==> src/rtl/cam_lookup_ctrl_pkg.sv <==
// cam_lookup_ctrl_pkg: shared types for the cam lookup controller.
// Write FSM encoding and counter sizing helper.
package cam_lookup_ctrl_pkg;

  typedef enum logic [2:0] {
    ST_IDLE,
    ST_DRAIN,
    ST_WRITE,
    ST_HOLD,
    ST_WAIT
  } wr_state_e;

  function automatic int cnt_w(input int depth);
    return $clog2(depth) + 1;
  endfunction

endpackage

==> src/rtl/cam_res_fifo.sv <==
// cam_res_fifo: synchronous first-word-fall-through result FIFO.
// Depth is a power of two; count reports occupancy.
module cam_res_fifo #(
  parameter int W     = 6,
  parameter int DEPTH = 4,
  parameter int CW    = 3
) (
  input  logic          clk,
  input  logic          rst,
  input  logic          push,
  input  logic [W-1:0]  din,
  input  logic          pop,
  output logic          valid,
  output logic [W-1:0]  dout,
  output logic [CW-1:0] count
);

  localparam int PW = (DEPTH > 1) ? $clog2(DEPTH) : 1;
  localparam logic [CW-1:0] FULL = CW'(DEPTH);

  logic [W-1:0]  mem [DEPTH];
  logic [PW-1:0] wr_ptr;
  logic [PW-1:0] rd_ptr;
  logic          do_pop;

  assign valid  = count != '0;
  assign do_pop = valid && pop;
  assign dout   = mem[rd_ptr];

  always_ff @(posedge clk) begin
    if (rst) begin
      wr_ptr <= '0;
      rd_ptr <= '0;
      count  <= '0;
    end else begin
      if (push) begin
        mem[wr_ptr] <= din;
        wr_ptr      <= wr_ptr + 1'b1;
      end
      if (do_pop) begin
        rd_ptr <= rd_ptr + 1'b1;
      end
      case ({push, do_pop})
        2'b10:   count <= count + 1'b1;
        2'b01:   count <= count - 1'b1;
        default: count <= count;
      endcase
    end
  end

  // The credit rule upstream must never let a push land on a full queue
  a_no_overflow: assert property (
    @(posedge clk) disable iff (rst)
    !(push && !do_pop && count == FULL)
  );

endmodule

==> src/rtl/cam_lookup_ctrl.sv <==
// cam_lookup_ctrl: initiator-side controller for the cam core.
// Serialises table writes against in-flight lookups; results never dropped.
module cam_lookup_ctrl
  import cam_lookup_ctrl_pkg::*;
#(
  parameter int C_TCAM_ADDR_WIDTH = 5,
  parameter int C_TCAM_DATA_WIDTH = 32,
  parameter int C_LOOKUP_LATENCY  = 2,
  parameter int C_RES_DEPTH       = 4
) (
  input  logic                         CLK,
  input  logic                         RESET,
  input  logic                         LKP_VALID,
  input  logic [C_TCAM_DATA_WIDTH-1:0] LKP_KEY,
  output logic                         LKP_READY,
  output logic                         RES_VALID,
  output logic                         RES_MATCH,
  output logic [C_TCAM_ADDR_WIDTH-1:0] RES_ADDR,
  input  logic                         RES_READY,
  input  logic                         WR_VALID,
  input  logic [C_TCAM_ADDR_WIDTH-1:0] WR_ADDR,
  input  logic [C_TCAM_DATA_WIDTH-1:0] WR_DATA,
  output logic                         WR_READY,
  output logic                         CAM_WE,
  output logic [C_TCAM_ADDR_WIDTH-1:0] CAM_ADDR_WR,
  output logic [C_TCAM_DATA_WIDTH-1:0] CAM_DIN,
  input  logic                         CAM_BUSY,
  output logic [C_TCAM_DATA_WIDTH-1:0] CAM_CMP_DIN,
  input  logic                         CAM_MATCH,
  input  logic [C_TCAM_ADDR_WIDTH-1:0] CAM_MATCH_ADDR
);

  localparam int AW  = C_TCAM_ADDR_WIDTH;
  localparam int DW  = C_TCAM_DATA_WIDTH;
  localparam int LAT = C_LOOKUP_LATENCY;
  localparam int CW  = cnt_w(C_RES_DEPTH);
  localparam int CW1 = CW + 1;
  localparam logic [CW:0] DEPTH_V = CW1'(C_RES_DEPTH);

  wr_state_e     state;
  wr_state_e     state_nxt;
  logic [LAT-1:0] pipe;
  logic [CW-1:0] inflight;
  logic [CW-1:0] fifo_count;
  logic [CW:0]   occupancy;
  logic          lkp_acc;
  logic          push;
  logic [AW:0]   res_din;
  logic [AW:0]   res_dout;
  logic          fifo_valid;
  logic [AW-1:0] wr_addr_q;
  logic [DW-1:0] wr_data_q;

  always_comb begin
    inflight = '0;
    for (int i = 0; i < LAT; i++) begin
      inflight = inflight + CW'(pipe[i]);
    end
  end

  // Queued plus in-flight results must fit the FIFO before a new issue
  assign occupancy = {1'b0, fifo_count} + {1'b0, inflight};

  assign LKP_READY = !RESET
                  && state == ST_IDLE
                  && !WR_VALID
                  && !CAM_BUSY
                  && occupancy < DEPTH_V;

  assign lkp_acc = LKP_VALID && LKP_READY;
  assign push    = pipe[LAT-1];
  assign res_din = {CAM_MATCH,
                    CAM_MATCH ? CAM_MATCH_ADDR : '0};

  cam_res_fifo #(
    .W     (AW + 1),
    .DEPTH (C_RES_DEPTH),
    .CW    (CW)
  ) u_fifo (
    .clk   (CLK),
    .rst   (RESET),
    .push  (push),
    .din   (res_din),
    .pop   (RES_READY),
    .valid (fifo_valid),
    .dout  (res_dout),
    .count (fifo_count)
  );

  assign RES_VALID = fifo_valid;
  assign RES_MATCH = fifo_valid && res_dout[AW];
  assign RES_ADDR  = fifo_valid ? res_dout[AW-1:0] : '0;

  always_comb begin
    state_nxt = state;
    WR_READY  = 1'b0;
    CAM_WE    = 1'b0;
    unique case (state)
      ST_IDLE: begin
        if (WR_VALID) state_nxt = ST_DRAIN;
      end
      ST_DRAIN: begin
        if (inflight == '0 && !CAM_BUSY) begin
          state_nxt = ST_WRITE;
        end
      end
      ST_WRITE: begin
        CAM_WE    = !RESET;
        state_nxt = ST_HOLD;
      end
      // cam raises BUSY one cycle after WE, so skip it here
      ST_HOLD: begin
        state_nxt = ST_WAIT;
      end
      ST_WAIT: begin
        if (!CAM_BUSY) begin
          WR_READY  = !RESET;
          state_nxt = ST_IDLE;
        end
      end
      default: state_nxt = ST_IDLE;
    endcase
  end

  always_ff @(posedge CLK) begin
    if (RESET) begin
      state       <= ST_IDLE;
      pipe        <= '0;
      CAM_CMP_DIN <= '0;
      CAM_ADDR_WR <= '0;
      CAM_DIN     <= '0;
      wr_addr_q   <= '0;
      wr_data_q   <= '0;
    end else begin
      state <= state_nxt;
      pipe  <= (pipe << 1) | LAT'(lkp_acc);
      if (lkp_acc) begin
        CAM_CMP_DIN <= LKP_KEY;
      end
      if (state == ST_IDLE && WR_VALID) begin
        wr_addr_q <= WR_ADDR;
        wr_data_q <= WR_DATA;
      end
      if (state == ST_DRAIN && state_nxt == ST_WRITE) begin
        CAM_ADDR_WR <= wr_addr_q;
        CAM_DIN     <= wr_data_q;
      end
    end
  end

  a_credit: assert property (
    @(posedge CLK) disable iff (RESET)
    occupancy <= DEPTH_V
  );

endmodule

==> config.mk <==
export PLATFORM = sky130hd
export DESIGN_NAME = cam_lookup_ctrl
export DESIGN_NICKNAME = d
export VERILOG_FILES = /design/src/rtl/cam_lookup_ctrl_pkg.sv /design/src/rtl/cam_res_fifo.sv /design/src/rtl/cam_lookup_ctrl.sv
export SDC_FILE = /design/constraint.sdc
export NUM_CORES = 1
export LEC_CHECK = 0
export ABC_CLOCK_PERIOD_IN_PS = 4400
export BUFFER_PORTS_ARGS = -buffer_cell sky130_fd_sc_hd__buf_2
export CAP_MARGIN = 20
export CORE_ASPECT_RATIO = 0.8
export CORE_MARGIN = 2
export CORE_UTILIZATION = 56
export DETAILED_ROUTE_END_ITERATION = 10
export PLACE_DENSITY = 0.86
export SLEW_MARGIN = 10
export SYNTH_ARGS = -nofsm -noshare
export SYNTH_HDL_FRONTEND = slang
export SYNTH_HIERARCHICAL = 1
export SYNTH_SLANG_ARGS = --single-unit
==> constraint.sdc <==
create_clock -name CLK -period 4.4 [get_ports CLK]
set_input_delay 0.44 -clock CLK [delete_from_list [all_inputs] [get_ports CLK]]
set_output_delay 0.44 -clock CLK [all_outputs]
set_load 0.02 [all_outputs]
# --- After elaboration in Yosys (flattened, before gate mapping) ---
# Memory sizes are Yosys's and may differ from the RTL's. A register that Yosys moved wholly into a read port is not among the register bits.
# Index checks and enable logic that the tools add are counted.
classes:
  add_sub_neg: 6
  order_cmp: 1
  n_eq_ne: 7
  n_mux: 15
  bitwise: 1
  reduce_logical: 17
ops:
  columns: ["operator", "count"]
  rows:
  - ["case mux 3 bit (5 select lines)", 1]
  - ["logical AND 1 bit", 10]
  - ["two-way mux 5 bit", 2]
  - ["== test 3 x 2 -> 1 bit (second input constant)", 3]
  - ["two-way mux 3 bit", 3]
  - ["logical NOT 3 bit", 2]
  - ["two-way mux 1 bit", 6]
  - ["case mux 3 bit (2 select lines)", 1]
  - ["adder 2 x 1 -> 2 bit (second input constant)", 2]
  - ["adder 3 x 2 -> 4 bit", 1]
  - ["less-than comparator 4 x 3 -> 1 bit (second input constant)", 1]
  - ["two-way mux 2 bit", 2]
  - ["adder 3 x 1 -> 3 bit (second input constant)", 1]
  - ["== test 3 x 1 -> 1 bit (second input constant)", 1]
  - ["== test 3 bit (second input constant)", 1]
  - ["logical NOT 1 bit", 3]
  - ["nonzero test 3 bit", 1]
  - ["subtractor 3 x 1 -> 3 bit (second input constant)", 1]
  - ["adder 1 x 1 -> 2 bit", 1]
  - ["== test 2 x 1 -> 1 bit (second input constant)", 1]
  - ["== test 2 bit (second input constant)", 1]
  - ["OR 2 x 1 -> 2 bit", 1]
  - ["nonzero test 2 bit", 1]
word_totals:
  regBits: 118
  ram_bits: 24
  out_inout_bits: 79
  mem_count: 1
mem_list:
  columns: ["memory", "words", "word_bits", "rd", "rd_ports_with_merged_regs", "wr", "line_no", "text"]
  rows:
  - ["u_fifo.mem", 4, 6, 1, 1, 1, "cam_res_fifo.sv:21", "logic [W-1:0] mem [DEPTH];"]

# --- Longest topological paths before layout ---
# Gate-level depths: netlist (run 1).
depth:
  depth_word: 7
  depth_mapped: 7
  mapped_depth_nobuf: 7

# --- By module ---
# Netlist (run 1), hierarchy kept.
by_module_without_submodules:
  columns: ["mod", "n_inst", "cells_each", "area_each_um2", "seq_area_each_um2"]
  rows:
  - ["cam_lookup_ctrl", 1, 518, 4561.9, 2222.1]
  - ["cam_res_fifo", 1, 79, 1331.3, 900.9]

# --- Worst setup path after synthesis (run 1) ---
# Ideal clock, no wire load.
synth_path:
  kind: "register -> output"
  from: "register pipe[1]"
  to: "output LKP_READY"
  t_arrival_ns: 1.404
  slack_ns: 2.556
  stages_incl_launch_ff: 6
  n_path_buf: 0
  path_cell_list: "dfxtp_1 > ha_1 > ha_1 > nand3_1 > nand2_1 > nor3_1"
synth_between:
  elab_chain_len: 4
synth_lines:
  columns: ["element", "line_no", "text"]
  rows:
  - ["start, declared", "cam_lookup_ctrl.sv:42", "logic [LAT-1:0] pipe;"]
  - ["start signal, assigned", "cam_lookup_ctrl.sv:136", "pipe <= (pipe << 1) | LAT'(lkp_acc);"]
  - ["adder 1 x 1 -> 2 bit", "cam_lookup_ctrl.sv:57", "inflight = inflight + CW'(pipe[i]);"]
  - ["adder 3 x 2 -> 4 bit", "cam_lookup_ctrl.sv:62", "assign occupancy = {1'b0, fifo_count} + {1'b0, inflight};"]
  - ["less-than comparator 4 x 3 -> 1 bit", "cam_lookup_ctrl.sv:68", "&& occupancy < DEPTH_V;"]
  - ["logical AND 1 bit", "cam_lookup_ctrl.sv:68", null]
  - ["end, declared", "cam_lookup_ctrl.sv:15", "output logic LKP_READY,"]
# No other way between the ends.

# --- Worst setup path in the final report (run 1) ---
layout_path:
  from: "input RESET"
  to: "output CAM_WE"
layout_between:
  elab_chain_len: 2
layout_lines:
  columns: ["element", "line_no", "text"]
  rows:
  - ["start, declared", "cam_lookup_ctrl.sv:12", "input logic RESET,"]
  - ["logical NOT 1 bit", "cam_lookup_ctrl.sv:108", "CAM_WE = !RESET;"]
  - ["two-way mux 1 bit", "cam_lookup_ctrl.sv:98", "unique case (state)"]
  - ["end, declared", "cam_lookup_ctrl.sv:24", "output logic CAM_WE,"]
# No other way between the ends.

==> impl_metrics.py, run 1 <==
metrics = {
    "clock_network": {
        "htreeDepth": 4,
        "postCtsSetupBuffers": 0,
        "cts.sinks": 144,
        "postCtsHoldBufs": 0,
        "cts.clk_slew.worst_paths_ns": 0.06,
        "clockBufferDepth": 2,
        "clk_latency_ns": 0.41,
        "cts_tree": "yes",
        "clock-root-buffer": "clkbuf_16",
        "ctsResizeCount": 0,
        "numCtsBuffers": 17,
    },
    "die": {
        "dieWidth_um": 119,
        "io_pins": 160,
        "row_count": 33,
        "dieArea_um2": 11400,
        "start_util_pct": 57.6,
        "die_y_um": 95.8,
        "core_area_um2": 10200,
    },
    "placed_design": {
        "hpwl_um": 8540,
        "port_buffers": 159,
        "placed_cells": 854,
        "gp_congestion": 0.769,
        "placedInstanceArea_um2": 6630,
        "pre_cts_ws_ns": 1.89,
    },
    "run": {
        "maxCapViolCount": 0,
    },
    "min_path": {
        "hp-class": "in2reg",
        "hold_path_startpoint": "WR_DATA[6]",
    },
    "timing": {
        "final_max_slew_viol_count": 0,
        "final.setup.worst_slack_ns": 1.99,
        "final.setup.tns_ns": 0,
        "slew_headroom_pct": 34.9,
        "tightest_slew_ns": 0.976,
        "rsz0062_at_grt": "false",
        "hold_viol": 0,
        "fin_crit_sh_pct": 54.8,
        "hold-worst-slack_ns": 0.258,
        "clock.fmax_ghz": 0.415,
        "skew_ns": 0.0102,
        "fin_crit_ns": 2.41,
        "setup_violations": 0,
    },
    "synthesis": {
        "ys_ff_latch": 144,
        "async_flop_share_pct": 0,
        "synthFlopType": "dfxtp_1",
        "yosysWarnings": 6,
        "synth-edff-count": 24,
        "ys_types": 38,
        "syn_nets": 687,
        "syn-cell-area_um2": 5890,
        "yosysSeqAreaShare_pct": 53.0,
        "synthCells": 597,
        "syn_avg_cell_area_um2": 9.87,
    },
    "pwr": {
        "total_power_mw": 3.14,
        "irDropWorstVdd_uv": 334,
        "total_leakage_power_nw": 2.95,
        "powerDensity_nw_per_um2": 433,
    },
    "worst_setup_path": {
        "path_class": "in2out",
        "cp_cell_sequence": "buf_4, buf_4, nor3_1, buf_2",
        "cp_max_fo": 112,
        "cp_slowest_stage_delay_ns": 0.63,
        "crit_top_cell": "buf_4",
        "end_kind": "output port",
        "cp.arrival_ns": 1.97,
        "critPathSlowestCell": "buf_4",
        "critPathLaunchType": "primary input",
        "crit_path_start": "RESET",
        "r2r_start": "pipe[1]$_SDFF_PP0_",
        "required_ns": 3.96,
    },
    "drt": {
        "vias": 4719,
        "vias_per_cell": 5.33,
        "dr.pass1.iters": 5,
        "dr.first_iter.drc_count": 376,
        "drcViolationCount": 0,
        "detail_route.wl_per_cell_um": 14.9,
        "final_antenna_net_count": 0,
        "drt-total-wl_um": 13200,
    },
    "final_layout": {
        "diodes": 0,
        "layout_common_cells": "buf_2 (158), dfxtp_1 (120), a21oi_1 (77)",
        "finalNonFillerCells": 886,
        "fin_util_pct": 70.8,
        "mostFrequentLayoutCell": "buf_2",
        "nets": 823,
        "drive_above_1_share_pct": 28.0,
        "register_area_um2": 3120,
        "multiInputGateArea_um2": 2440,
        "post-route-cell-area_um2": 7250,
        "fillCellCount": 789,
        "syn_to_final_growth_pct": 23.0,
    },
    "grt": {
        "grt_overflow": 0,
        "grt_pass1_wl_um": 20800,
        "grt_pass1_vias": 4333,
        "grt_max_degree": 113,
        "antenna_found_initial": 0,
        "grt_usage_pct": 23.4,
    },
    "run_status": {
        "status": "finished clean",
    },
}
power breakdown:
group | internal (mW) | total [mW] | leakage, nW | switching (mW)
clock | 0.953 | 1.49 | 0.301 | 0.542
combinational | 0.0974 | 0.238 | 1.45 | 0.141
sequential | 1.38 | 1.41 | 1.19 | 0.0277
total | 2.43 | 3.14 | 2.95 | 0.710
critical path: cells and delay by family:
kind | cells | cell delay, ns
simple gates | 1 | 0.09
buf+inv | 3 | 1.33
synth_stat cells, types with 8 or more instances:
master | n | area [um2]
and2_1 | 15 | 93.8
mux2i_1 | 33 | 330
o21ai_1 | 10 | 50.1
nand2_1 | 76 | 285
o21ai_0 | 28 | 140
inv_1 | 9 | 33.8
edfxtp_1 | 24 | 721
buf_6 | 10 | 113
nand2b_1 | 66 | 413
nor2_1 | 13 | 48.8
clkbuf_1 | 23 | 86.3
ha_1 | 8 | 100
nand3_1 | 40 | 200
dfxtp_1 | 120 | 2400
a21oi_1 | 77 | 385
per-layer routing:
metal | vias to the layer above | part of all wire, % | wire length [um] | GRT usage [%]
li1 | 2295 | - | - | -
met1 | 2219 | 42 | 5520 | 29.2
met2 | 180 | 50 | 6530 | 39.1
met3 | 25 | 7.1 | 933 | 6.87
met4 | 0 | 1.4 | 191 | 8.43
met5 | - | 0 | 0 | 0
worst paths after layout:
kind                                                      to  slack (ns)  cells past startpoint
worst max register to register  CAM_CMP_DIN[20]$_SDFFE_PP0P_        2.20                      5
worst min register to register    wr_data_q[30]$_SDFFE_PP0P_        0.46                      2
worst min-delay path               wr_data_q[6]$_SDFFE_PP0P_        0.26                      3
worst max-delay path                                  CAM_WE        1.99                      4
state kept, by name, indices dropped and copies added, names as in the netlist, named ones only:
register       count
CAM_ADDR_WR        5
u_fifo/rd_ptr      2
wr_data_q         32
wr_addr_q          5
u_fifo/wr_ptr      2
pipe               2
u_fifo/mem        24
CAM_DIN           32
CAM_CMP_DIN       32
u_fifo/count       3
state              3
kinds of logic after synthesis:
kind of cell	synth area share [%]
fa+ha+maj	2.04
xor+xnor	0.871
flops	53.0
buf+inv	5.94
compound gates	10.6
mux	7.90
simple gates	19.7
area by class of cell:
type,instances,share of cell area [%]
clock inverter,13,2.55
inverter,9,0.466
tap,140,2.42
timing repair buffer,165,11.9
sequential,144,43.1
clock buffer,19,5.99
multi-input combinational,396,33.6
No activity file was read; power rests on OpenSTA's default activity.
==> run 2: changes to the inputs <==
- ABC_CLOCK_PERIOD_IN_PS: 4400 -> 2190
- CORE_UTILIZATION: 56 -> 47
- PLACE_DENSITY: 0.86 -> 0.78
- clock period: 4.4 -> 2.19 ns (I/O delays scaled with it)
==> run 2 against run 1 <==
Non-clock buffer count rose by 2. Sequential share of layout area about the same. Critical path type is now reg2out. Setup slack lost 1.9 ns. Power is 92% higher. Clock power rose by 84%. Largest cell class unchanged.
==> impl_metrics.py, run 2 (synthesized netlist as in run 1, its figures left out) <==
metrics = {
    "timing": {
        "final_max_slew_viol_count": 0,
        "fin_crit_sh_pct": 94.4,
        "final.setup.tns_ns": 0,
        "hold-worst-slack_ns": 0.0347,
        "hold_viol": 0,
        "final.setup.worst_slack_ns": 0.123,
        "setup_violations": 0,
        "tightest_slew_ns": 0.629,
        "rsz0062_at_grt": "false",
        "slew_headroom_pct": 58.0,
        "skew_ns": 0.00687,
        "fin_crit_ns": 2.07,
        "clock.fmax_ghz": 0.484,
    },
    "placed_design": {
        "pre_cts_ws_ns": 0.240,
        "gp_congestion": 0.787,
        "hpwl_um": 8680,
        "placedInstanceArea_um2": 6690,
        "port_buffers": 159,
    },
    "final_layout": {
        "layout_common_cells": "buf_2 (158), dfxtp_1 (118), a21oi_1 (77)",
        "fillCellCount": 1027,
        "nets": 825,
        "drive_above_1_share_pct": 28.3,
        "mostFrequentLayoutCell": "buf_2",
        "post-route-cell-area_um2": 7260,
        "syn_to_final_growth_pct": 23.2,
        "diodes": 0,
        "reg.largest.list": "CAM_CMP_DIN: 32 flops, CAM_DIN: 32 flops, wr_data_q: 32 flops",
    },
    "drt": {
        "drt-total-wl_um": 13400,
        "dr.pass1.iters": 6,
        "drcViolationCount": 0,
        "vias_per_cell": 5.13,
        "vias": 4701,
        "final_antenna_net_count": 0,
        "dr.first_iter.drc_count": 254,
        "detail_route.wl_per_cell_um": 14.6,
    },
    "clock_network": {
        "postCtsSetupBuffers": 0,
        "clock-root-buffer": "clkbuf_16",
        "htreeDepth": 4,
        "clockBufferDepth": 2,
        "clk_latency_ns": 0.42,
        "numCtsBuffers": 17,
        "cts.sinks": 144,
        "cts_tree": "yes",
        "cts.clk_slew.worst_paths_ns": 0.06,
    },
    "run": {
        "maxCapViolCount": 0,
    },
    "worst_setup_path": {
        "cp.arrival_ns": 1.85,
        "cp_cell_sequence": "ha_1, ha_1, nand3_1, nand2_1, nor3_2, buf_2",
        "crit_top_cell": "ha_1",
        "cp_top_family": "adder cells",
        "path_class": "reg2out",
        "critPathLaunchType": "register",
        "cp_slowest_stage_delay_ns": 0.36,
        "cp_max_fo": 5,
        "cp_num_buf_inv": 1,
        "required_ns": 1.97,
        "end_kind": "output port",
        "critPathSlowestCell": "dfxtp_1",
    },
    "die": {
        "row_count": 36,
        "die_y_um": 104,
        "core_area_um2": 12200,
        "io_pins": 160,
        "dieArea_um2": 13500,
        "start_util_pct": 48.3,
        "dieWidth_um": 129,
    },
    "pwr": {
        "seqPwrFrac_pct": 46.8,
        "clock_power_share_pct": 45.3,
        "power_switching_share_pct": 22.6,
        "irDropWorstVdd_uv": 528,
        "powerDensity_nw_per_um2": 832,
        "combPwrFrac_pct": 7.9,
        "p_int_mw": 4.68,
        "p_sw_mw": 1.37,
        "total_leakage_power_nw": 2.94,
    },
    "grt": {
        "grt_overflow": 0,
        "antenna_found_initial": 0,
        "grt_usage_pct": 20.2,
        "grt_pass1_wl_um": 21700,
        "grt_max_degree": 78,
        "grt_pass1_vias": 4630,
    },
    "min_path": {
        "hp-class": "in2reg",
    },
    "run_status": {
        "status": "finished clean",
    },
}
## run 2: power by group through the flow
stage	Clock (mW)	Combinational (mW)	Sequential (mW)
2_1_floorplan	0	0.328	2.89
3_3_place_gp	0	0.464	2.88
3_5_place_dp	0	0.479	2.88
4_1_cts	2.79	0.482	2.83
5_1_grt	2.91	0.528	2.84
6_report	2.74	0.478	2.83
## run 2: metal layers
metal / share of wire, % / track usage, %
met3: 6.4 / 6.84
met1: 43 / 23.9
met2: 50 / 33.4
met5: 0 / 0
met4: 1.2 / 8.23
## run 2: worst paths after layout
check	startpoint	endpoint	slack, ns	cells past startpoint
worst max register to register	u_fifo/count[2]$_SDFFE_PP0P_	u_fifo/count[2]$_SDFFE_PP0P_	0.20	7
worst min-delay path	WR_DATA[29]	wr_data_q[29]$_SDFFE_PP0P_	0.03	3
worst max-delay path	pipe[1]$_SDFF_PP0_	LKP_READY	0.12	6
worst min register to register	wr_data_q[1]$_SDFFE_PP0P_	wr_data_q[1]$_SDFFE_PP0P_	0.45	2
## run 2: worst reg2reg max path: stages (launching register included)
cell     delay [ns]
dfxtp_1        0.45
o31a_2         0.23
ha_1           0.19
inv_1          0.06
fa_1           0.37
xor2_1         0.16
or3_1          0.32
a21oi_1        0.14
## run 2: what timing repair did
action                                 in CTS  in global routing
hold buffers                                0                  0
gates resized for setup                     1                  2
endpoints found under the hold margin       0                  0
pin swaps                                   0                  0
setup endpoints to repair                   1                  3
## run 2: layout make-up
type / count / area (um2) / area share [%]
clock buffers: 25 / 509 / 7.01
clock inverters: 5 / 53.8 / 0.741
inverters: 9 / 33.8 / 0.465
multi-input cells: 396 / 2440 / 33.6
flip-flops and latches: 144 / 3130 / 43.0
well taps: 171 / 214 / 2.95
repair buffers: 167 / 883 / 12.2
## run 2: stage by stage
stage,instances,util [%],total power [mW]
after global placement,887,54.8,3.34
after floorplan,597,-,3.22
final,917,59.5,6.04
after detailed placement,887,54.8,3.36
after CTS,917,59.5,6.10
after global routing,917,59.5,6.27
